[config.mk]
export PLATFORM = sky130hd
export DESIGN_NAME = dac_channel_arbiter_flat
export DESIGN_NICKNAME = d
export VERILOG_FILES = /design/src/rtl/dac_arb_pkg.sv /design/src/rtl/dac_channel_arbiter_if.sv /design/src/rtl/dac_pending_slot.sv /design/src/rtl/dac_channel_arbiter.sv /design/src/flat_wrapper.sv
export SDC_FILE = /design/constraint.sdc
export NUM_CORES = 1
export LEC_CHECK = 0
export BUFFER_PORTS_ARGS = -buffer_cell sky130_fd_sc_hd__buf_2
export CAP_MARGIN = 10
export CORE_MARGIN = 5
export CORE_UTILIZATION = 30
export DETAILED_ROUTE_END_ITERATION = 8
export GPL_TIMING_DRIVEN = 1
export HOLD_SLACK_MARGIN = 0.12
export SETUP_SLACK_MARGIN = 0.4
export SLEW_MARGIN = 5
export SYNTH_ARGS = -nofsm -noshare
export SYNTH_HDL_FRONTEND = slang
export SYNTH_SLANG_ARGS = --single-unit
[constraint.sdc]
create_clock -name qzt_clk -period 2.2 [get_ports qzt_clk]
set_input_delay 0.44 -clock qzt_clk [delete_from_list [all_inputs] [get_ports qzt_clk]]
set_output_delay 0.44 -clock qzt_clk [all_outputs]
set_load 0.005 [all_outputs]
[src/rtl/dac_arb_pkg.sv]
// Shared types and constants for the two-channel DAC arbiter.
// Latency: n/a (declarations only).
// Backpressure: n/a (declarations only).
//
// Contents:
//   arb_state_t             - arbiter FSM state encoding
//   CH_A / CH_B             - values of spi_ch for DAC channels A and B
//   DEF_DATA_W/GAP_W/OVR_W  - default code, gap counter and overrun counter widths
//   rr_grant()              - round-robin pick between the two pending slots
package dac_arb_pkg;

   localparam int DEF_DATA_W = 12;
   localparam int DEF_GAP_W  = 8;
   localparam int DEF_OVR_W  = 8;

   localparam logic CH_A = 1'b0;
   localparam logic CH_B = 1'b1;

   typedef enum logic [2:0] {
      IDLE      = 3'd0,
      LOAD      = 3'd1,
      START     = 3'd2,
      WAIT_DONE = 3'd3,
      GAP       = 3'd4
   } arb_state_t;

   // With both slots pending, the channel that was not served last wins;
   // otherwise the single pending channel wins. The result is only used
   // when at least one slot is pending.
   function automatic logic rr_grant(input logic pend_a,
                                     input logic pend_b,
                                     input logic last_served);
      logic g;
      if (pend_a && pend_b) begin
         g = ~last_served;
      end else if (pend_b) begin
         g = CH_B;
      end else begin
         g = CH_A;
      end
      return g;
   endfunction

endpackage : dac_arb_pkg

[src/rtl/dac_channel_arbiter_if.sv]
// Frame request bus between the channel arbiter and the serial DAC driver.
// Latency: n/a (wiring only).
// Backpressure: the driver holds spi_ready low while it is busy with a frame.
//
// Signals:
//   spi_start  - one-cycle frame start request (arbiter -> driver)
//   spi_ch     - target DAC channel, 0 = A, 1 = B (arbiter -> driver)
//   spi_data   - DAC code, stable from spi_start until spi_done (arbiter -> driver)
//   spi_ready  - driver idle and able to take a frame (driver -> arbiter)
//   spi_done   - one-cycle pulse at the end of a frame (driver -> arbiter)
interface dac_channel_arbiter_if
   import dac_arb_pkg::*;
#(
   parameter int DATA_W = DEF_DATA_W
) ();

   logic              spi_start;
   logic              spi_ch;
   logic [DATA_W-1:0] spi_data;
   logic              spi_ready;
   logic              spi_done;

   // Arbiter side.
   modport master (
      output spi_start,
      output spi_ch,
      output spi_data,
      input  spi_ready,
      input  spi_done
   );

   // DAC driver side.
   modport slave (
      input  spi_start,
      input  spi_ch,
      input  spi_data,
      output spi_ready,
      output spi_done
   );

endinterface : dac_channel_arbiter_if

[src/rtl/dac_pending_slot.sv]
// One-deep pending sample slot with saturating overrun counter.
// Latency: req loads the slot and raises pend on the next qzt_clk edge.
// Backpressure: none; a newer sample always replaces an unsent one and is counted.
//
// Ports:
//   qzt_clk, reset - clock and synchronous active-high reset
//   req, data      - one-cycle sample strobe and its code
//   consume        - arbiter is taking the slot contents this cycle
//   pend           - slot holds a sample not yet handed to the arbiter
//   slot           - held sample code
//   ovr            - number of samples lost to overwrite, saturating at all-ones
module dac_pending_slot
   import dac_arb_pkg::*;
#(
   parameter int DATA_W = DEF_DATA_W,
   parameter int OVR_W  = DEF_OVR_W
) (
   input  logic              qzt_clk,
   input  logic              reset,
   input  logic              req,
   input  logic [DATA_W-1:0] data,
   input  logic              consume,
   output logic              pend,
   output logic [DATA_W-1:0] slot,
   output logic [OVR_W-1:0]  ovr
);

   always_ff @(posedge qzt_clk) begin
      if (reset) begin
         pend <= 1'b0;
         slot <= '0;
         ovr  <= '0;
      end else begin
         if (req) begin
            // A new sample always wins, even over a same-cycle consume:
            // the consumer has already latched the old value, so nothing
            // is lost and the slot simply stays pending.
            slot <= data;
            pend <= 1'b1;
            if (pend && !consume && (ovr != '1)) begin
               ovr <= ovr + 1'b1;
            end
         end else if (consume) begin
            pend <= 1'b0;
         end
      end
   end

endmodule : dac_pending_slot

[src/rtl/dac_channel_arbiter.sv]
// Shares one serial DAC driver between two sample sources, round-robin, one frame at a time.
// Latency: strobe to spi_start is 3 cycles with the driver ready and the arbiter idle.
// Backpressure: waits in IDLE while spi_ready is low; unsent samples are overwritten and counted.
//
// Ports:
//   qzt_clk, reset   - clock and synchronous active-high reset
//   req_a, data_a    - channel A sample strobe and code
//   req_b, data_b    - channel B sample strobe and code
//   gap_cycles       - idle cycles inserted after each frame, sampled when the gap starts
//   dac              - frame request bus to the DAC driver (master side)
//   ack_a, ack_b     - one-cycle pulse on the spi_done cycle of a channel A / B frame
//   busy             - arbiter is anywhere but IDLE
//   ovr_a, ovr_b     - saturating counts of overwritten channel A / B samples
module dac_channel_arbiter
   import dac_arb_pkg::*;
#(
   parameter int DATA_W = DEF_DATA_W,
   parameter int GAP_W  = DEF_GAP_W,
   parameter int OVR_W  = DEF_OVR_W
) (
   input  logic                   qzt_clk,
   input  logic                   reset,
   input  logic                   req_a,
   input  logic [DATA_W-1:0]      data_a,
   input  logic                   req_b,
   input  logic [DATA_W-1:0]      data_b,
   input  logic [GAP_W-1:0]       gap_cycles,
   dac_channel_arbiter_if.master  dac,
   output logic                   ack_a,
   output logic                   ack_b,
   output logic                   busy,
   output logic [OVR_W-1:0]       ovr_a,
   output logic [OVR_W-1:0]       ovr_b
);

   arb_state_t        state;
   arb_state_t        state_nxt;

   logic              grant;        // channel chosen in IDLE, used in LOAD
   logic              last_served;  // channel of the most recent frame
   logic [GAP_W-1:0]  gap_cnt;      // remaining GAP cycles

   logic              spi_ch_q;
   logic [DATA_W-1:0] spi_data_q;

   logic              pend_a;
   logic              pend_b;
   logic [DATA_W-1:0] slot_a;
   logic [DATA_W-1:0] slot_b;
   logic              consume_a;
   logic              consume_b;

   logic              spi_start_c;
   logic              ack_a_c;
   logic              ack_b_c;
   logic              busy_c;

   // ------------------------------------------------------------------
   // Pending slots
   // ------------------------------------------------------------------
   assign consume_a = (state == LOAD) && (grant == CH_A);
   assign consume_b = (state == LOAD) && (grant == CH_B);

   dac_pending_slot #(
      .DATA_W (DATA_W),
      .OVR_W  (OVR_W)
   ) u_slot_a (
      .qzt_clk (qzt_clk),
      .reset   (reset),
      .req     (req_a),
      .data    (data_a),
      .consume (consume_a),
      .pend    (pend_a),
      .slot    (slot_a),
      .ovr     (ovr_a)
   );

   dac_pending_slot #(
      .DATA_W (DATA_W),
      .OVR_W  (OVR_W)
   ) u_slot_b (
      .qzt_clk (qzt_clk),
      .reset   (reset),
      .req     (req_b),
      .data    (data_b),
      .consume (consume_b),
      .pend    (pend_b),
      .slot    (slot_b),
      .ovr     (ovr_b)
   );

   // ------------------------------------------------------------------
   // FSM: next state and decoded outputs
   // ------------------------------------------------------------------
   always_comb begin
      state_nxt   = state;
      spi_start_c = 1'b0;
      ack_a_c     = 1'b0;
      ack_b_c     = 1'b0;
      busy_c      = (state != IDLE);

      case (state)
         IDLE: begin
            if ((pend_a || pend_b) && dac.spi_ready) begin
               state_nxt = LOAD;
            end
         end

         LOAD: begin
            state_nxt = START;
         end

         START: begin
            spi_start_c = 1'b1;
            state_nxt   = WAIT_DONE;
         end

         WAIT_DONE: begin
            // spi_ch_q already holds this frame's channel, so the ack
            // steers from it rather than from grant.
            if (dac.spi_done) begin
               ack_a_c   = (spi_ch_q == CH_A);
               ack_b_c   = (spi_ch_q == CH_B);
               state_nxt = (gap_cycles != '0) ? GAP : IDLE;
            end
         end

         GAP: begin
            if (gap_cnt == GAP_W'(1)) begin
               state_nxt = IDLE;
            end
         end

         default: begin
            state_nxt = IDLE;
         end
      endcase
   end

   // ------------------------------------------------------------------
   // FSM state and datapath registers
   // ------------------------------------------------------------------
   always_ff @(posedge qzt_clk) begin
      if (reset) begin
         state       <= IDLE;
         grant       <= CH_A;
         last_served <= CH_B;  // so channel A takes the first tie
         gap_cnt     <= '0;
         spi_ch_q    <= CH_A;
         spi_data_q  <= '0;
      end else begin
         state <= state_nxt;

         // Freeze the winner at the IDLE decision so a late strobe on the
         // other channel cannot change which slot LOAD consumes.
         if (state == IDLE) begin
            grant <= rr_grant(pend_a, pend_b, last_served);
         end

         if (state == LOAD) begin
            spi_ch_q    <= grant;
            spi_data_q  <= (grant == CH_B) ? slot_b : slot_a;
            last_served <= grant;
         end

         // The gap length is captured once, on entry, so a change to
         // gap_cycles during a gap only affects the next one.
         if ((state == WAIT_DONE) && dac.spi_done) begin
            gap_cnt <= gap_cycles;
         end else if (state == GAP) begin
            gap_cnt <= gap_cnt - 1'b1;
         end
      end
   end

   // ------------------------------------------------------------------
   // Outputs
   // ------------------------------------------------------------------
   assign dac.spi_start = spi_start_c;
   assign dac.spi_ch    = spi_ch_q;
   assign dac.spi_data  = spi_data_q;
   assign ack_a         = ack_a_c;
   assign ack_b         = ack_b_c;
   assign busy          = busy_c;

endmodule : dac_channel_arbiter

[src/flat_wrapper.sv]
// flat-port wrapper written by rule: the top's interface ports become plain ports
module dac_channel_arbiter_flat import dac_arb_pkg::*;
#(
   parameter int DATA_W = DEF_DATA_W,
   parameter int GAP_W  = DEF_GAP_W,
   parameter int OVR_W  = DEF_OVR_W
)
  (qzt_clk, reset, req_a, data_a, req_b, data_b, gap_cycles, ack_a, ack_b, busy, ovr_a, ovr_b, dac_spi_start, dac_spi_ch, dac_spi_data, dac_spi_ready, dac_spi_done);
  dac_channel_arbiter_if #(.DATA_W(DATA_W)) dac_i ();
  input  logic qzt_clk;
  input  logic reset;
  input  logic req_a;
  input  logic [DATA_W-1:0] data_a;
  input  logic req_b;
  input  logic [DATA_W-1:0] data_b;
  input  logic [GAP_W-1:0] gap_cycles;
  output logic ack_a;
  output logic ack_b;
  output logic busy;
  output logic [OVR_W-1:0] ovr_a;
  output logic [OVR_W-1:0] ovr_b;
  output wire logic [$bits(dac_i.spi_start)-1:0] dac_spi_start;
  output wire logic [$bits(dac_i.spi_ch)-1:0] dac_spi_ch;
  output wire logic [$bits(dac_i.spi_data)-1:0] dac_spi_data;
  input wire logic [$bits(dac_i.spi_ready)-1:0] dac_spi_ready;
  input wire logic [$bits(dac_i.spi_done)-1:0] dac_spi_done;
  assign dac_spi_start = dac_i.spi_start;
  assign dac_spi_ch = dac_i.spi_ch;
  assign dac_spi_data = dac_i.spi_data;
  assign dac_i.spi_ready = dac_spi_ready;
  assign dac_i.spi_done = dac_spi_done;
  dac_channel_arbiter #(.DATA_W(DATA_W), .GAP_W(GAP_W), .OVR_W(OVR_W)) u_core (.qzt_clk(qzt_clk), .reset(reset), .req_a(req_a), .data_a(data_a), .req_b(req_b), .data_b(data_b), .gap_cycles(gap_cycles), .dac(dac_i), .ack_a(ack_a), .ack_b(ack_b), .busy(busy), .ovr_a(ovr_a), .ovr_b(ovr_b));
endmodule
Yosys cells after proc, flatten, opt, wreduce, memory -nomap -nowiden --
Index checks and enable logic that the tools add are counted. Widths: inputs -> output; s select.
Word-level totals: register bits 68, latch bits 0, memory bits (writable) 0, bits in read-only memories 0, bits of input ports 38, output and inout bits 33, word-level logic and storage cells 68, memories kept 0
Operators by class: add/subtract/negate cells 3, $mul 0, div/mod/pow operators 0, $lt $le $gt $ge 0, equality and inequality tests 10, shift-type cells 0, mux-type cells 19, bitwise operators 3, reductions and logical operators 21
Operator list (number):
- $add 8x1->8 const B | 2
- $mux 8 | 2
- $ne 8x8->1 const B | 2
- $pmux 3 s5 | 1
- $mux 12 | 1
- $mux 3 | 4
- $mux 1 | 11
- $logic_and 1x1->1 | 9
- $eq 8x1->1 const B | 1
- $reduce_bool 8->1 | 1
- $sub 8x1->8 const B | 1
- $eq 3x2->1 const B | 2
- $reduce_bool 2->1 | 3
- $ne 2x1->1 const B | 2
- $reduce_and 2->1 | 2
- $eq 3x1->1 const B | 1
- $eq 3x3->1 const B | 1
- $logic_not 3->1 | 1
- $not 1->1 | 3
- $reduce_and 3->1 | 1
- $reduce_bool 3->1 | 1
- $logic_not 1->1 | 2
- $ne 2x2->1 const B | 1
- $logic_or 1x1->1 | 1

Longest topological paths before layout --
depth after elaboration 6, mapped depth 6, gate-level depth less buffers 5

Modules after synthesis --
A second synthesis with hierarchy kept.
Second synthesis, totals: cells, all modules 323, area, all modules 3021.6 um^2
By module, submodules not included:
- dac_pending_slot | times used 2, cells an instance 85, area an instance 853.3 um^2, sequential area each 420.4 um^2
- dac_channel_arbiter | times used 1, cells an instance 153, area an instance 1315.0 um^2, sequential area each 520.5 um^2

Worst setup path before layout --
Ideal clock, no wire load.
path kind input -> register, start input req_b, end register u_core.u_slot_b.ovr[6], setup time 0.121 ns, data arrival time 1.623 ns, required time 2.079 ns, setup slack 0.457 ns, cell stages on the path 5, path buffers 2, cell sequence clkbuf_1 > nand3_1 > clkbuf_1 > nor4_1 > mux2_2
On the way: word-level cells in the longest chain between the ends 1
Ends and longest elaborated chain:
- start, declared | line flat_wrapper.sv:14 | input logic req_b;
- $reduce_and 2->1 (no line)
- end signal, assigned | line dac_pending_slot.sv:41 | ovr <= ovr + 1'b1;
- end, declared | line dac_pending_slot.sv:25 | output logic [OVR_W-1:0] ovr
Every way passes these cells. A chain may end at the register's enable or synchronous reset.

Final worst setup path --
start register u_core.gap_cnt[3], end register u_core.state[2]
On the way: word-level cells in the longest chain between the ends 3
Ends and longest elaborated chain:
- start, declared | line dac_channel_arbiter.sv:41 | logic [GAP_W-1:0] gap_cnt;
- start signal, assigned | line dac_channel_arbiter.sv:169 | gap_cnt <= gap_cycles;
- start signal, assigned | line dac_channel_arbiter.sv:171 | gap_cnt <= gap_cnt - 1'b1;
- $eq 8x1->1 | line dac_channel_arbiter.sv:129 | if (gap_cnt == GAP_W'(1)) begin
- $ne 2x1->1 (no line)
- $reduce_and 3->1 (no line)
- end signal, assigned | line dac_channel_arbiter.sv:152 | state <= state_nxt;
- end, declared | line dac_channel_arbiter.sv:36 | arb_state_t state;
Every way passes these cells.

==> impl_metrics.ini <==
[timing]
whs_ns = 0.333
setup_violations = 0
rsz0062_at_grt = true
finalHoldViolCount = 0
relSlewSlack_pct = 60.2
min_period_ns = 1.76
finClkSkew_ns = 0.00939
fin_ws_ns = 0.442
fin_setup_tns_ns = 0
min_period_over_period_pct = 79.9
drv_slew = 0
tightest_slew_ns = 0.589
fmax_mhz = 569

[logic_synthesis]
netlist_instances = 330
syn_nets = 372
synth_area_mm2 = 0.00298
ys_types = 45
ys_seq_area_share_pct = 45.6
synth_edf_count = 0
yosys_register_bits = 68
synth_ff_type = dfxtp_1
ys_warn_count = 0
async_reset_ff_share_pct = 0
avgSynthCellArea_um2 = 9.04

[global_route]
grt_pass1_wl_um = 12100
overflow = 0
grt_pass1_vias = 2553
grt_max_degree = 28
antenna_found_initial = 0
gr-usage-all-layers_pct = 12.6

[worst_setup_path]
worst-path-max-fanout = 6
worstRegToRegCells = 4
timing.rr.end = u_core.state[2]
cp.arrival_ns = 1.98
worst_setup_path_end_kind = register
r2r_start = u_core.gap_cnt[3]
cp-start-kind = register
required_ns = 2.42
r2r_slack_ns = 0.44
critical_path_class = register to register

[placement]
place.gp.congestion = 0.780
post-place-ws_ns = 0.400
dp_hpwl_um = 5270
numPortBuffers = 70
place_area_mm2 = 0.00348

[cells_and_area]
final_nets = 445
area_growth_syn_to_layout_pct = 26.3
fillers = 1015
finalInstanceArea_mm2 = 0.00377
drive_above_1_share_pct = 28.7
diodes = 0

[worst_hold_path]
hold_path.startpoint = data_b[4]
hold_depth = 3
worstHoldPathType = input port to register
hold-path-endpoint = u_core.u_slot_b.slot[4]

[floorplanning]
die_h_um = 110
rows = 36
start_util_pct = 30.7
core-area_mm2 = 0.00973
dieArea_mm2 = 0.0120
ios = 71
die_w_um = 110

[power_and_ir_drop]
pwr_density_cell_mw_per_mm2 = 742
p_leak_nw = 1.54
max-vdd-ir-drop_mv = 0.537

[routing]
drc = 0
num_vias = 2629
drtAntennaViolNets = 0
via_per_inst = 4.86
drtPass1Iterations = 4
drt_iter0_drc = 174
totalWireLength_um = 7360
wl_per_cell_um = 13.6

[clocking]
worstSkewPairLatency_ns = 0.34
cts.sinks = 68
cts_max_level = 3
clockRootBuffer = clkbuf_8
tritoncts = done
clk_path_buf_depth = 2
cts_buffers = 9
path_clk_slew_ns = 0.08

[status]
status = finished, final reports clean

[flow_run]
drv_cap = 0
-- layer usage --
layer / global-route usage (%) / share of wire (%) / vias to the layer above
met5: 0 / 0 / -
met4: 4.90 / 1.3 / 0
met3: 3.82 / 5.2 / 6
met2: 20.1 / 46 / 54
met1: 16.0 / 48 / 1235
li1: - / - / 1334
-- worst max-delay path, stage by stage, from the launching register on --
cell and delay, ns:
dfxtp_1 0.36, or4_4 0.56, or4b_1 0.52, a21oi_1 0.16, nor2_1 0.05
-- report_power, final --
group	internal [W]	total [W]	switching, W
registers	0.00129	0.00134	0.0000449
clock network	0.000643	0.00115	0.000505
logic	0.000148	0.000307	0.000159
total	0.00209	0.00280	0.000709
-- synth_stat cells (3+ instances only) --
cell type  number  share of area (%)
a21oi_1        19                3.2
or2_2           4               0.84
nand3_1        10                1.7
ha_1            4                1.7
nand2_1        15                1.9
nor4_1          4               0.84
inv_1           7               0.88
mux2i_1        37                 12
dfxtp_1        68                 46
nor2_1         55                6.9
or4_1           3               0.75
buf_1           4               0.50
a211oi_1       13                3.3
o31ai_1         3               0.75
clkbuf_1       11                1.4
o21ai_0        14                2.3
nor3_1          5               0.84
o211ai_1        3               0.75
buf_2           4               0.67
a31oi_1         7                1.5
or3_1           9                1.9
-- metrics by stage --
| step | instances | power, W | utilization [%] |
|---|---|---|---|
| finish | 541 | 0.00280 | 38.7 |
| floorplan | 330 | 0.00155 | - |
| global placement | 521 | 0.00166 | 35.7 |
| CTS | 539 | 0.00283 | 38.3 |
| detailed placement | 521 | 0.00167 | 35.7 |
| global route | 541 | 0.00293 | 38.7 |
-- registers in the layout (all words and copies together), names as in the netlist --
name / flops
u_core.dac.spi_data: 12
u_core.u_slot_a.slot: 12
u_core.u_slot_b.slot: 12
u_core.gap_cnt: 8
u_core.u_slot_a.ovr: 8
u_core.u_slot_b.ovr: 8
u_core.state: 3
u_core.dac.spi_ch: 1
u_core.grant: 1
u_core.last_served: 1
u_core.u_slot_a.pend: 1
u_core.u_slot_b.pend: 1
-- cells by family after synthesis --
| group | after synthesis | share of synthesized area [%] |
|---|---|---|
| simple gates | 127 | 22.2 |
| flops | 68 | 45.6 |
| compound gates | 64 | 13.5 |
| mux | 38 | 12.8 |
| buf+inv | 28 | 3.94 |
| fa+ha+maj | 4 | 1.68 |
| xor+xnor | 1 | 0.294 |
-- placed cells by master, fill, tap and decap left out, types with 11 or more instances in the layout --
| cell | count |
|---|---|
| dfxtp_1 | 66 |
| buf_4 | 11 |
| a211oi_1 | 13 |
| nand2_1 | 15 |
| a21oi_1 | 19 |
| o21ai_0 | 14 |
| buf_2 | 70 |
| mux2i_1 | 37 |
| nor2_1 | 55 |
-- timing repair --
action	in CTS	in global routing
endpoints found under the setup margin	4	17
hold buffers	0	0
gates resized for setup	3	6
setup buffers	2	2
endpoints found under the hold margin	0	0
-- final cells by class --
cell class | count | area, um2 | share of cell area (%)
clock inverter | 7 | 100 | 2.66
sequential | 68 | 1360 | 36.2
inverter | 7 | 26.3 | 0.697
tap | 133 | 166 | 4.42
timing repair buffer | 83 | 455 | 12.1
multi-input combinational | 234 | 1530 | 40.7
clock buffer | 9 | 124 | 3.29
-- worst max path at each step --
stage	from	endpoint	slack [ns]	cells after the start
after detailed placement	u_core.state[0]	u_core.u_slot_b.ovr[6]	0.40	4
final	u_core.gap_cnt[3]	u_core.state[2]	0.44	4
after CTS	u_core.state[2]	ack_b	0.38	4
after global placement	u_core.state[0]	u_core.u_slot_b.ovr[6]	0.48	4
after global routing	u_core.gap_cnt[3]	u_core.state[2]	0.38	4
after floorplan	req_b	u_core.u_slot_b.ovr[6]	0.46	5
Power figures use the tool's default switching activity.
